[src/rtl/ps2_host_tx.sv]
// Host-to-device PS/2 transmitter: request-to-send, bit shifting on device clock,
// acknowledge check and frame timeout. Outputs drive open-collector enables.
module ps2_host_tx #(
  parameter int CLK_HZ     = 12500000,
  parameter int INHIBIT_US = 120,
  parameter int TIMEOUT_MS = 20
) (
  input  logic       clk_sys,
  input  logic       reset,
  input  logic [7:0] tx_data,
  input  logic       tx_valid,
  output logic       tx_ready,
  output logic       done,
  output logic       error,
  output logic       busy,
  input  logic       ps2_clk_in,
  input  logic       ps2_data_in,
  output logic       ps2_clk_oe,
  output logic       ps2_data_oe
);

  localparam longint INHIBIT_L      = (longint'(CLK_HZ) * longint'(INHIBIT_US)) / 64'sd1000000;
  localparam int     INHIBIT_CYCLES = int'(INHIBIT_L);
  localparam int     TIMEOUT_CYCLES = (CLK_HZ / 1000) * TIMEOUT_MS;
  localparam int     MAX_CYCLES     = (INHIBIT_CYCLES > TIMEOUT_CYCLES) ? INHIBIT_CYCLES : TIMEOUT_CYCLES;
  localparam int     CNT_W          = $clog2(MAX_CYCLES + 1);

  localparam logic [CNT_W-1:0] INHIBIT_LOAD = CNT_W'(INHIBIT_CYCLES);
  localparam logic [CNT_W-1:0] TIMEOUT_LOAD = CNT_W'(TIMEOUT_CYCLES);
  localparam logic [CNT_W-1:0] CNT_ONE      = CNT_W'(1);

  typedef enum logic [2:0] {
    S_IDLE,
    S_INHIBIT,
    S_SHIFT,
    S_ACK,
    S_WAIT_IDLE
  } state_t;

  state_t           r_state;
  state_t           w_state_nxt;
  logic [CNT_W-1:0] r_cnt;
  logic [CNT_W-1:0] w_cnt_nxt;
  logic [3:0]       r_idx;
  logic [3:0]       w_idx_nxt;
  logic [9:0]       r_frame;
  logic [9:0]       w_frame_nxt;
  logic             r_clk_oe;
  logic             w_clk_oe_nxt;
  logic             r_data_oe;
  logic             w_data_oe_nxt;
  logic             r_done;
  logic             w_done_nxt;
  logic             r_error;
  logic             w_error_nxt;

  logic r_clk_s1;
  logic r_clk_sync;
  logic r_clk_prev;
  logic r_dat_s1;
  logic r_dat_sync;
  logic w_fall;
  logic w_timeout;

  assign w_fall    = r_clk_prev & ~r_clk_sync;
  // Counter is about to reach zero on this edge: the frame has used its whole budget.
  assign w_timeout = (r_cnt <= CNT_ONE);

  always_ff @(posedge clk_sys or posedge reset) begin
    if (reset) begin
      r_clk_s1   <= 1'b1;
      r_clk_sync <= 1'b1;
      r_clk_prev <= 1'b1;
      r_dat_s1   <= 1'b1;
      r_dat_sync <= 1'b1;
      r_state    <= S_IDLE;
      r_cnt      <= '0;
      r_idx      <= '0;
      r_frame    <= '0;
      r_clk_oe   <= 1'b0;
      r_data_oe  <= 1'b0;
      r_done     <= 1'b0;
      r_error    <= 1'b0;
    end else begin
      r_clk_s1   <= ps2_clk_in;
      r_clk_sync <= r_clk_s1;
      r_clk_prev <= r_clk_sync;
      r_dat_s1   <= ps2_data_in;
      r_dat_sync <= r_dat_s1;
      r_state    <= w_state_nxt;
      r_cnt      <= w_cnt_nxt;
      r_idx      <= w_idx_nxt;
      r_frame    <= w_frame_nxt;
      r_clk_oe   <= w_clk_oe_nxt;
      r_data_oe  <= w_data_oe_nxt;
      r_done     <= w_done_nxt;
      r_error    <= w_error_nxt;
    end
  end

  always_comb begin
    w_state_nxt   = r_state;
    w_cnt_nxt     = r_cnt;
    w_idx_nxt     = r_idx;
    w_frame_nxt   = r_frame;
    w_clk_oe_nxt  = r_clk_oe;
    w_data_oe_nxt = r_data_oe;
    w_done_nxt    = 1'b0;
    w_error_nxt   = 1'b0;

    case (r_state)
      S_IDLE: begin
        w_clk_oe_nxt  = 1'b0;
        w_data_oe_nxt = 1'b0;
        if (tx_valid) begin
          w_frame_nxt  = {1'b1, ~^tx_data, tx_data};
          w_clk_oe_nxt = 1'b1;
          w_cnt_nxt    = INHIBIT_LOAD;
          w_state_nxt  = S_INHIBIT;
        end
      end

      S_INHIBIT: begin
        if (r_cnt == '0) begin
          w_data_oe_nxt = 1'b1;
          w_clk_oe_nxt  = 1'b0;
          w_cnt_nxt     = TIMEOUT_LOAD;
          w_idx_nxt     = '0;
          w_state_nxt   = S_SHIFT;
        end else begin
          w_cnt_nxt = r_cnt - CNT_ONE;
        end
      end

      S_SHIFT, S_ACK, S_WAIT_IDLE: begin
        if (w_timeout) begin
          w_cnt_nxt     = '0;
          w_error_nxt   = 1'b1;
          w_clk_oe_nxt  = 1'b0;
          w_data_oe_nxt = 1'b0;
          w_state_nxt   = S_IDLE;
        end else begin
          w_cnt_nxt = r_cnt - CNT_ONE;
          if (r_state == S_SHIFT) begin
            if (w_fall) begin
              w_data_oe_nxt = ~r_frame[r_idx];
              w_idx_nxt     = r_idx + 4'd1;
              if (r_idx == 4'd9) w_state_nxt = S_ACK;
            end
          end else if (r_state == S_ACK) begin
            w_data_oe_nxt = 1'b0;
            if (w_fall) begin
              if (!r_dat_sync) begin
                w_state_nxt = S_WAIT_IDLE;
              end else begin
                w_error_nxt = 1'b1;
                w_state_nxt = S_IDLE;
              end
            end
          end else begin
            if (r_clk_sync && r_dat_sync) begin
              w_done_nxt  = 1'b1;
              w_state_nxt = S_IDLE;
            end
          end
        end
      end

      default: begin
        w_clk_oe_nxt  = 1'b0;
        w_data_oe_nxt = 1'b0;
        w_state_nxt   = S_IDLE;
      end
    endcase
  end

  assign tx_ready    = (r_state == S_IDLE);
  assign busy        = (r_state != S_IDLE);
  assign done        = r_done;
  assign error       = r_error;
  assign ps2_clk_oe  = r_clk_oe;
  assign ps2_data_oe = r_data_oe;

endmodule

[config.mk]
export PLATFORM = sky130hd
export DESIGN_NAME = ps2_host_tx
export DESIGN_NICKNAME = d
export VERILOG_FILES = /design/src/rtl/ps2_host_tx.sv
export SDC_FILE = /design/constraint.sdc
export NUM_CORES = 1
export LEC_CHECK = 0
export CAP_MARGIN = 30
export CORE_ASPECT_RATIO = 1.25
export CORE_MARGIN = 3
export CORE_UTILIZATION = 30
export CTS_BUF_LIST = sky130_fd_sc_hd__clkbuf_4
export DETAILED_ROUTE_END_ITERATION = 8
export PLACE_DENSITY = 0.52
export SYNTH_ARGS = -nofsm -noshare
export SYNTH_HDL_FRONTEND = slang
export SYNTH_SLANG_ARGS = --single-unit
[constraint.sdc]
create_clock -name clk_sys -period 2.2 [get_ports clk_sys]
set_input_delay 0.22 -clock clk_sys [delete_from_list [all_inputs] [get_ports clk_sys]]
set_output_delay 0.22 -clock clk_sys [all_outputs]
set_load 0.02 [all_outputs]
; ---- After elaboration in Yosys (flattened, before gate mapping)
; Index checks and enable logic that the tools add are counted.
[classes]
n_bitwise = 3
order_cmp = 2
n_mux = 43
n_addsub = 2
eq_ne = 16
n_reduce_logical = 14
[op_table]
columns = operator, n
row1 = $mux W18, 3
row2 = $pmux W18 S3, 1
row3 = $mux W3, 10
row4 = $mux W1, 20
row5 = $le A18 B1 Y1 const B, 1
row6 = $logic_not A18 Y1, 1
row7 = $sub A18 B1 Y18 const B, 1
row8 = $mux W4, 4
row9 = $ne A4 B4 Y1 const B, 4
row10 = $ne A2 B2 Y1 const B, 6
row11 = $pmux W3 S3, 1
row12 = $pmux W4 S2, 1
row13 = $reduce_xnor A8 Y1, 1
row14 = $eq A3 B2 Y1 const B, 2
row15 = $reduce_and A2 Y1, 3
row16 = $reduce_and A6 Y1, 1
row17 = $reduce_bool A3 Y1, 2
row18 = $lt A4 B5 Y1 const B, 1
row19 = $ne A5 B5 Y1 const B, 1
row20 = $reduce_and A5 Y1, 1
row21 = $add A4 B1 Y4 const B, 1
row22 = $bmux W1 S4, 1
row23 = $eq A4 B4 Y1 const B, 1
row24 = $eq A3 B1 Y1 const B, 1
row25 = other kinds (10), 11
[totals]
inputBits = 13
wordCells = 93
ff_bits = 44
output_inout_bits = 6

; ---- Longest topological paths before layout
; Gate-level depths: netlist (run 1).
[logic_depth]
depth_word = 7
ltp_mapped = 7

; ---- Least setup slack after synthesis (run 1)
; No wires, ideal clock.
[synth_path]
path_type = reg2reg
startpoint = register r_cnt[10]
endpoint = register r_cnt[17]
n_path_buf = 2
stages_incl_launch_ff = 8
required_time_ps = 2070
setup_time_ps = 130
synth_period_minus_slack_ps = 2307
path_slack_ps = -107
t_arrival_ps = 2178
cell_sequence = dfrtp_1 -> or4_1 -> buf_2 -> nor4_4 -> a22oi_2 -> buf_2 -> o221ai_1 -> nand3_1
[synth_via]
elab_chain_len = 3
word_cells_on_any_way = 6
[synth_rtl]
columns = item, line
row1 = "start, declared", 42  ; logic [CNT_W-1:0] r_cnt;
row2 = "start signal, assigned", 91  ; r_cnt <= w_cnt_nxt;
row3 = $sub A18 B1 Y18 (tied with other cells), "131, 143"
row4 = $mux W18 (on tied branches), "136, 124"
row5 = $pmux W18 S3 (*), 111  ; case (r_state)
; Every way passes the cells marked *; elsewhere a longest branch is shown, timed or not.
; A chain may end at the register's enable or synchronous reset.

; ---- Worst setup path after layout (run 1)
[layout_path]
startpoint = register r_cnt[15]
endpoint = register r_cnt[17]
; Same word-level chain as after synthesis.

==> results.cfg, run 1 <==
[power]
seq_power_share_pct = 53.5
total_power_mw = 1.53
power_density_nw_per_um2 = 499
ir_worst_vdd_uv = 317
power_frac_comb_pct = 4.8
p_sw_mw = 0.309
sw_frac_of_total_pct = 20.2
p_int_mw = 1.22
pwr-share-clk_pct = 41.7
p_leak_nw = 1.30

[die]
num_rows = 36
core_area_sq_um = 7880
die_h_microns = 107
fp.dieArea_sq_um = 9330
initial_core_util_pct = 31.2
io_pins = 19
die_w_microns = 87.0

[placement]
port_buffers = 18
dp_hpwl_microns = 4310
placed_cells = 382
pre_cts_slack_ns = 0.0522
place_congestion = 0.832

[critical_path]
crit_family = simple AND/OR/NAND/NOR gates
critPathMaxFanout = 8
arrival_ns = 2.37
critPathBufInv = 2
max_stage_delay_ns = 0.53
crit_chain = or4_4 -> nor4_4 -> buf_6 -> a22oi_2 -> buf_4 -> o221ai_1 -> nand3_1
cp-end-kind = flip-flop
critPathRequiredTime_ns = 2.45
critPathLaunchType = flip-flop
cpMaxStageDelayCell = or4_4
critical_path_class = reg -> reg

[global_route]
gr-total-overflow = 0
grt_antenna_before_repair = 0
grt_pass1_vias = 2112
grt_pass1_wl_microns = 10100
grt_usage_pct = 13.6
grt_max_degree = 26

[synthesis]
synth_compound_area_share_pct = 19.2
synth_cells = 255
avgSynthCellArea_sq_um = 9.65
synth_fa_ha_area_share_pct = 2.54
syn_nets = 273
synth_edf_count = 0
synth_area_sq_um = 2460
ys.flop_type = dfrtp_1
synth-simple-area-share_pct = 18.7
async_flop_share_pct = 100
yosys-mux-area-fraction_pct = 8.04
synth_top_family_by_area = compound AO/OA/AOI/OAI gates
ys_seq_area_share_pct = 45.0
ys_ff_latch = 44
synth_cell_types = 49
yosysWarnings = 0
synth_xor_area_share_pct = 2.49

[clock_network]
cts.clk_slew.worst_paths_ns = 0.13
clockRootBuffer = clkbuf_4
h-tree-depth = 2
clk-insertion-delay-late_ns = 0.36
cts_tree = yes
clock_path_buffers = 2
cts_sinks = 44
cts_buffers = 5

[route]
viasPerCell = 5.27
drcViolationCount = 0
wl_per_cell_microns = 15.2
num_vias = 2064
firstDrtPassIters = 4
drt_iter0_drc = 129
antenna_left = 0
routed_wirelength_microns = 5950

[sta]
setup_viol = 0
skew_ns = 0.00894
maxSlewHeadroom_pct = 67.5
setup_slack_ns = 0.0764
hold_viol_final = 0
slew_viol_final = 0
rsz0062_at_grt = no
max_freq_ghz = 0.471
tightest_slew_ns = 0.486
fin_crit_sh_pct = 96.5
min_period_ns = 2.12

[min_path]
worstHoldPathType = in -> async

[job]
max_cap_viol_count = 0

[finish]
antennaDiodeCount = 0
drive_gt1_share_pct = 22.2
final_common_cell = dfrtp_1
areaGrowthSynthToFinish_pct = 24.7
nFillCells = 790
final_nets = 314
final_cell_mix = dfrtp_1, buf_4, nor2_1, nand2_1, clkdlybuf4s50_1
post-route-util_pct = 38.9
fin_cells = 392

[run_status]
status = complete, no violations
## registers in the layout, indices dropped and copies added, names as in the netlist
signal and flops:
r_cnt 18, r_clk_prev 1, r_frame 10, r_idx 4, r_state 3, done 1, r_dat_sync 1, ps2_data_oe 1
r_dat_s1 1, r_clk_s1 1, error 1, r_clk_sync 1, ps2_clk_oe 1
## metal layers
| layer | global-route usage [%] | wire [microns] | vias to the layer above | share of wire (%) |
|---|---|---|---|---|
| met3 | 2.61 | 184 | 7 | 3.1 |
| li1 | - | - | 1023 | - |
| met4 | 3.79 | 78 | 0 | 1.3 |
| met1 | 16.2 | 2510 | 991 | 42 |
| met5 | 0 | 0 | - | 0 |
| met2 | 24.6 | 3180 | 43 | 53 |
## stage by stage
stage / setup TNS [ns] / hold WS, ns / area (sq um)
after floorplan: -0.0746 / 0.224 / 2480
after global placement: 0 / 0.345 / 2920
after detailed placement: 0 / 0.347 / 2920
after CTS: 0 / 0.193 / 3030
after global routing: 0 / 0.207 / 3070
final: 0 / 0.183 / 3070
## cells in the mapped netlist, drive strengths merged, types with 3 or more instances
library cell | n | area share [%]
a21oi | 13 | 2.6
a22oi | 5 | 1.7
a31oi | 4 | 1.0
and2 | 4 | 1.0
buf | 5 | 0.97
clkbuf | 9 | 1.4
dfrtp | 39 | 40
dfstp | 5 | 5.3
ha | 5 | 2.5
inv | 11 | 1.7
mux2 | 10 | 4.6
mux2i | 4 | 1.6
nand2 | 19 | 2.9
nand2b | 7 | 1.8
nand3 | 5 | 1.0
nor2 | 20 | 3.1
nor2b | 3 | 0.76
nor3 | 5 | 1.0
nor4 | 5 | 1.9
o21ai | 15 | 3.1
o221ai | 3 | 1.1
o22ai | 12 | 3.1
o31a | 3 | 1.1
or2 | 4 | 1.0
or3 | 4 | 1.0
or4 | 4 | 1.2
xnor2 | 7 | 2.5
## power groups by stage
stage,clock network (mW),logic (mW),registers (mW)
2_1_floorplan,0,0.0368,0.834
3_3_place_gp,0,0.0749,0.835
3_5_place_dp,0,0.0755,0.835
4_1_cts,0.662,0.0756,0.820
5_1_grt,0.693,0.0800,0.821
6_report,0.638,0.0735,0.820
## area by class of cell
class / instances / area [sq um] / share of cell area (%)
Multi-Input combinational cell: 186 / 1270 / 41.4
Sequential cell: 44 / 1110 / 36.1
Timing Repair Buffer: 48 / 424 / 13.8
Tap cell: 95 / 119 / 3.87
Clock inverter: 2 / 60.1 / 1.96
Clock buffer: 6 / 45.0 / 1.47
Inverter: 11 / 41.3 / 1.35
## final timing paths
kind                        startpoint          to  slack [ns]  cells after the start
max in group asynchronous        reset  r_clk_sync        1.44                      3
min reg2reg                   r_clk_s1  r_clk_sync        0.36                      0
min                              reset    r_cnt[5]        0.18                      2
min in group clk_sys       ps2_data_in    r_dat_s1        0.26                      1
max                          r_cnt[15]   r_cnt[17]        0.08                      7
max reg2reg                  r_cnt[15]   r_cnt[17]        0.08                      7
## logic make-up (layout without fill, tap and decap cells)
family	after synthesis	after routing
AOI/OAI and AO/OA	71	71
xor gates and xnor gates	7	7
adders and majority gates	5	5
buffers and inverters	25	67
DFF	44	44
muxes	16	16
and+or+nand+nor	87	87
## what timing repair did
| action | in CTS | in global routing |
|---|---|---|
| endpoints found under the setup margin | 1 | 15 |
| gates resized for setup | 1 | 9 |
| pin swaps | 0 | 1 |
| cloned | 0 | 1 |
| hold buffers | 0 | 0 |
| buffers inserted | 0 | 1 |
Note: power is estimated with default switching activity, not from simulation.
==> run 2, diff against run 1 <==
--- a/config.mk
+++ b/config.mk
@@ -7,7 +7,6 @@
 export LEC_CHECK = 0
 export CAP_MARGIN = 30
 export CORE_ASPECT_RATIO = 1.25
-export CORE_MARGIN = 3
 export CORE_UTILIZATION = 30
 export CTS_BUF_LIST = sky130_fd_sc_hd__clkbuf_4
 export DETAILED_ROUTE_END_ITERATION = 8
==> run 2 against run 1 <==
Against the previous run:
- critical path depth did not move
- clock skew rose by 0.0025 ns
- sequential share of layout area fell by 0.45 points
- clock power barely moved
- die area fell by 8.2%
- cell area rose by 1.3%
- first-iteration DRC count fell by 29%
- combinational power fell by 1%
- critical endpoint unchanged
- highest routed layer unchanged
==> results.cfg, run 2 (synthesis results as in run 1) <==
[power]
sw_frac_of_total_pct = 20.2
p_int_mw = 1.22
ir_worst_vdd_uv = 323
seq_power_share_pct = 53.5
pwr-share-clk_pct = 41.8
total_power_mw = 1.53
p_leak_nw = 1.29
power_density_nw_per_um2 = 494
power_frac_comb_pct = 4.7
p_sw_mw = 0.310

[critical_path]
reg2reg_depth = 7
max_stage_delay_ns = 0.53
critPathMaxFanout = 12
crit_family = simple AND/OR/NAND/NOR gates
r2r-start = r_cnt[3]
cpMaxStageDelayCell = or4_4
cp-end-kind = flip-flop
crit_chain = or4_4 -> nor4_4 -> buf_6 -> a22oi_2 -> buf_12 -> o221ai_1 -> nand3_1
arrival_ns = 2.36
critPathLaunchType = flip-flop
path_depth = 7
r2r_end = r_cnt[17]
reg2reg_slack_ns = 0.09
critPathRequiredTime_ns = 2.44
critPathBufInv = 2
critical_path_class = reg -> reg

[global_route]
grt_pass1_vias = 2062
grt_max_degree = 29
grt_pass1_wl_microns = 9850
grt_antenna_before_repair = 0
grt_usage_pct = 14.3
gr-total-overflow = 0

[clock_network]
h-tree-depth = 2
clockRootBuffer = clkbuf_4
cts_tree = yes
clock_path_buffers = 2
cts.clk_slew.worst_paths_ns = 0.13
cts_sinks = 44
ctsHoldBuffers = 0
cts_buffers = 5
clk-insertion-delay-late_ns = 0.36

[sta]
tightest_slew_ns = 0.530
hold_viol_final = 0
tns_ns = 0
maxSlewHeadroom_pct = 64.6
setup_viol = 0
skew_ns = 0.0114
max_freq_ghz = 0.473
min_period_ns = 2.11
rsz0062_at_grt = yes
slew_viol_final = 0
fin_crit_sh_pct = 96.1

[route]
routed_wirelength_microns = 5750
wl_per_cell_microns = 14.8
viasPerCell = 5.25
num_vias = 2043
antenna_left = 0
drcViolationCount = 0
drt_iter0_drc = 92
firstDrtPassIters = 4

[die]
num_rows = 36
fp.dieArea_sq_um = 8570
core_area_sq_um = 7880
die_w_microns = 83.0
io_pins = 19
initial_core_util_pct = 31.2
die_h_microns = 103

[min_path]
worstHoldPathType = in -> async

[finish]
regMostFlops = r_cnt
areaGrowthSynthToFinish_pct = 26.3
antennaDiodeCount = 0
final_cell_mix = dfrtp_1, buf_4, nor2_1, nand2_1, clkdlybuf4s50_1
largest_register_ffs = 18
final_common_cell = dfrtp_1
final_nets = 311
nFillCells = 771
reg.largest.list = r_cnt (18), r_frame (10), r_idx (4)
final_cell_area_sq_um = 3110
drive_gt1_share_pct = 23.5

[job]
max_cap_viol_count = 0

[placement]
port_buffers = 18
dpl-instance-area_sq_um = 2920
place_congestion = 0.774
dp_hpwl_microns = 4110

[run_status]
status = complete, no violations
## run 2: changes by cell type in the layout (fill, tap and decap cells not counted), sizes merged
| cell | delta |
|---|---|
| buf | -3 |
| clkdlybuf4s50 | +1 |
| dlymetal6s2s | -1 |
## run 2: through the flow
step | instances | hold slack, ns | utilization (%) | worst slack [ns]
after detailed placement | 378 | 0.347 | 37.0 | 0.0178
after floorplan | 255 | 0.224 | - | -0.0216
after global placement | 378 | 0.346 | 37.0 | 0.0289
after CTS | 387 | 0.171 | 38.4 | 0.000605
after global routing | 389 | 0.180 | 39.4 | -0.0370
final | 389 | 0.160 | 39.4 | 0.0851
## run 2: final cells by class
| class | count | area (sq um) | share of cell area, % |
|---|---|---|---|
| Clock buffer | 6 | 45.0 | 1.45 |
| Clock inverter | 2 | 60.1 | 1.93 |
| Inverter | 11 | 41.3 | 1.33 |
| Multi-Input combinational cell | 186 | 1310 | 42.2 |
| Sequential cell | 44 | 1110 | 35.6 |
| Tap cell | 95 | 119 | 3.83 |
| Timing Repair Buffer | 45 | 423 | 13.6 |
## run 2: worst max-delay path by stage
stage                         start  slack (ns)          end
after global placement     r_cnt[3]        0.03  ps2_data_oe
final                      r_cnt[3]        0.09    r_cnt[17]
after floorplan           r_cnt[11]       -0.02     r_cnt[4]
after CTS                  r_cnt[3]      0.0006    r_cnt[17]
after detailed placement   r_cnt[3]        0.02    r_cnt[17]
after global routing       r_cnt[2]       -0.04    r_cnt[17]
## run 2: power groups by stage
stage / clock (mW) / sequential (mW) / combinational [mW]
after CTS: 0.666 / 0.820 / 0.0755
final: 0.641 / 0.820 / 0.0727
after global routing: 0.691 / 0.821 / 0.0820
after detailed placement: 0 / 0.835 / 0.0754
after floorplan: 0 / 0.834 / 0.0368
after global placement: 0 / 0.835 / 0.0751
## run 2: timing repair
action | 4_1_cts | 5_1_grt
resized for setup | 1 | 13
setup endpoints to repair | 4 | 20
hold endpoints to repair | 0 | 0
setup buffers | 1 | 2
## run 2: metal layers
metal	wire length [microns]	global-route usage (%)	vias to the layer above
met5	0	0	-
met4	70	4.24	0
met3	162	2.14	8
met2	3030	27.0	44
met1	2490	17.0	980
li1	-	-	1011
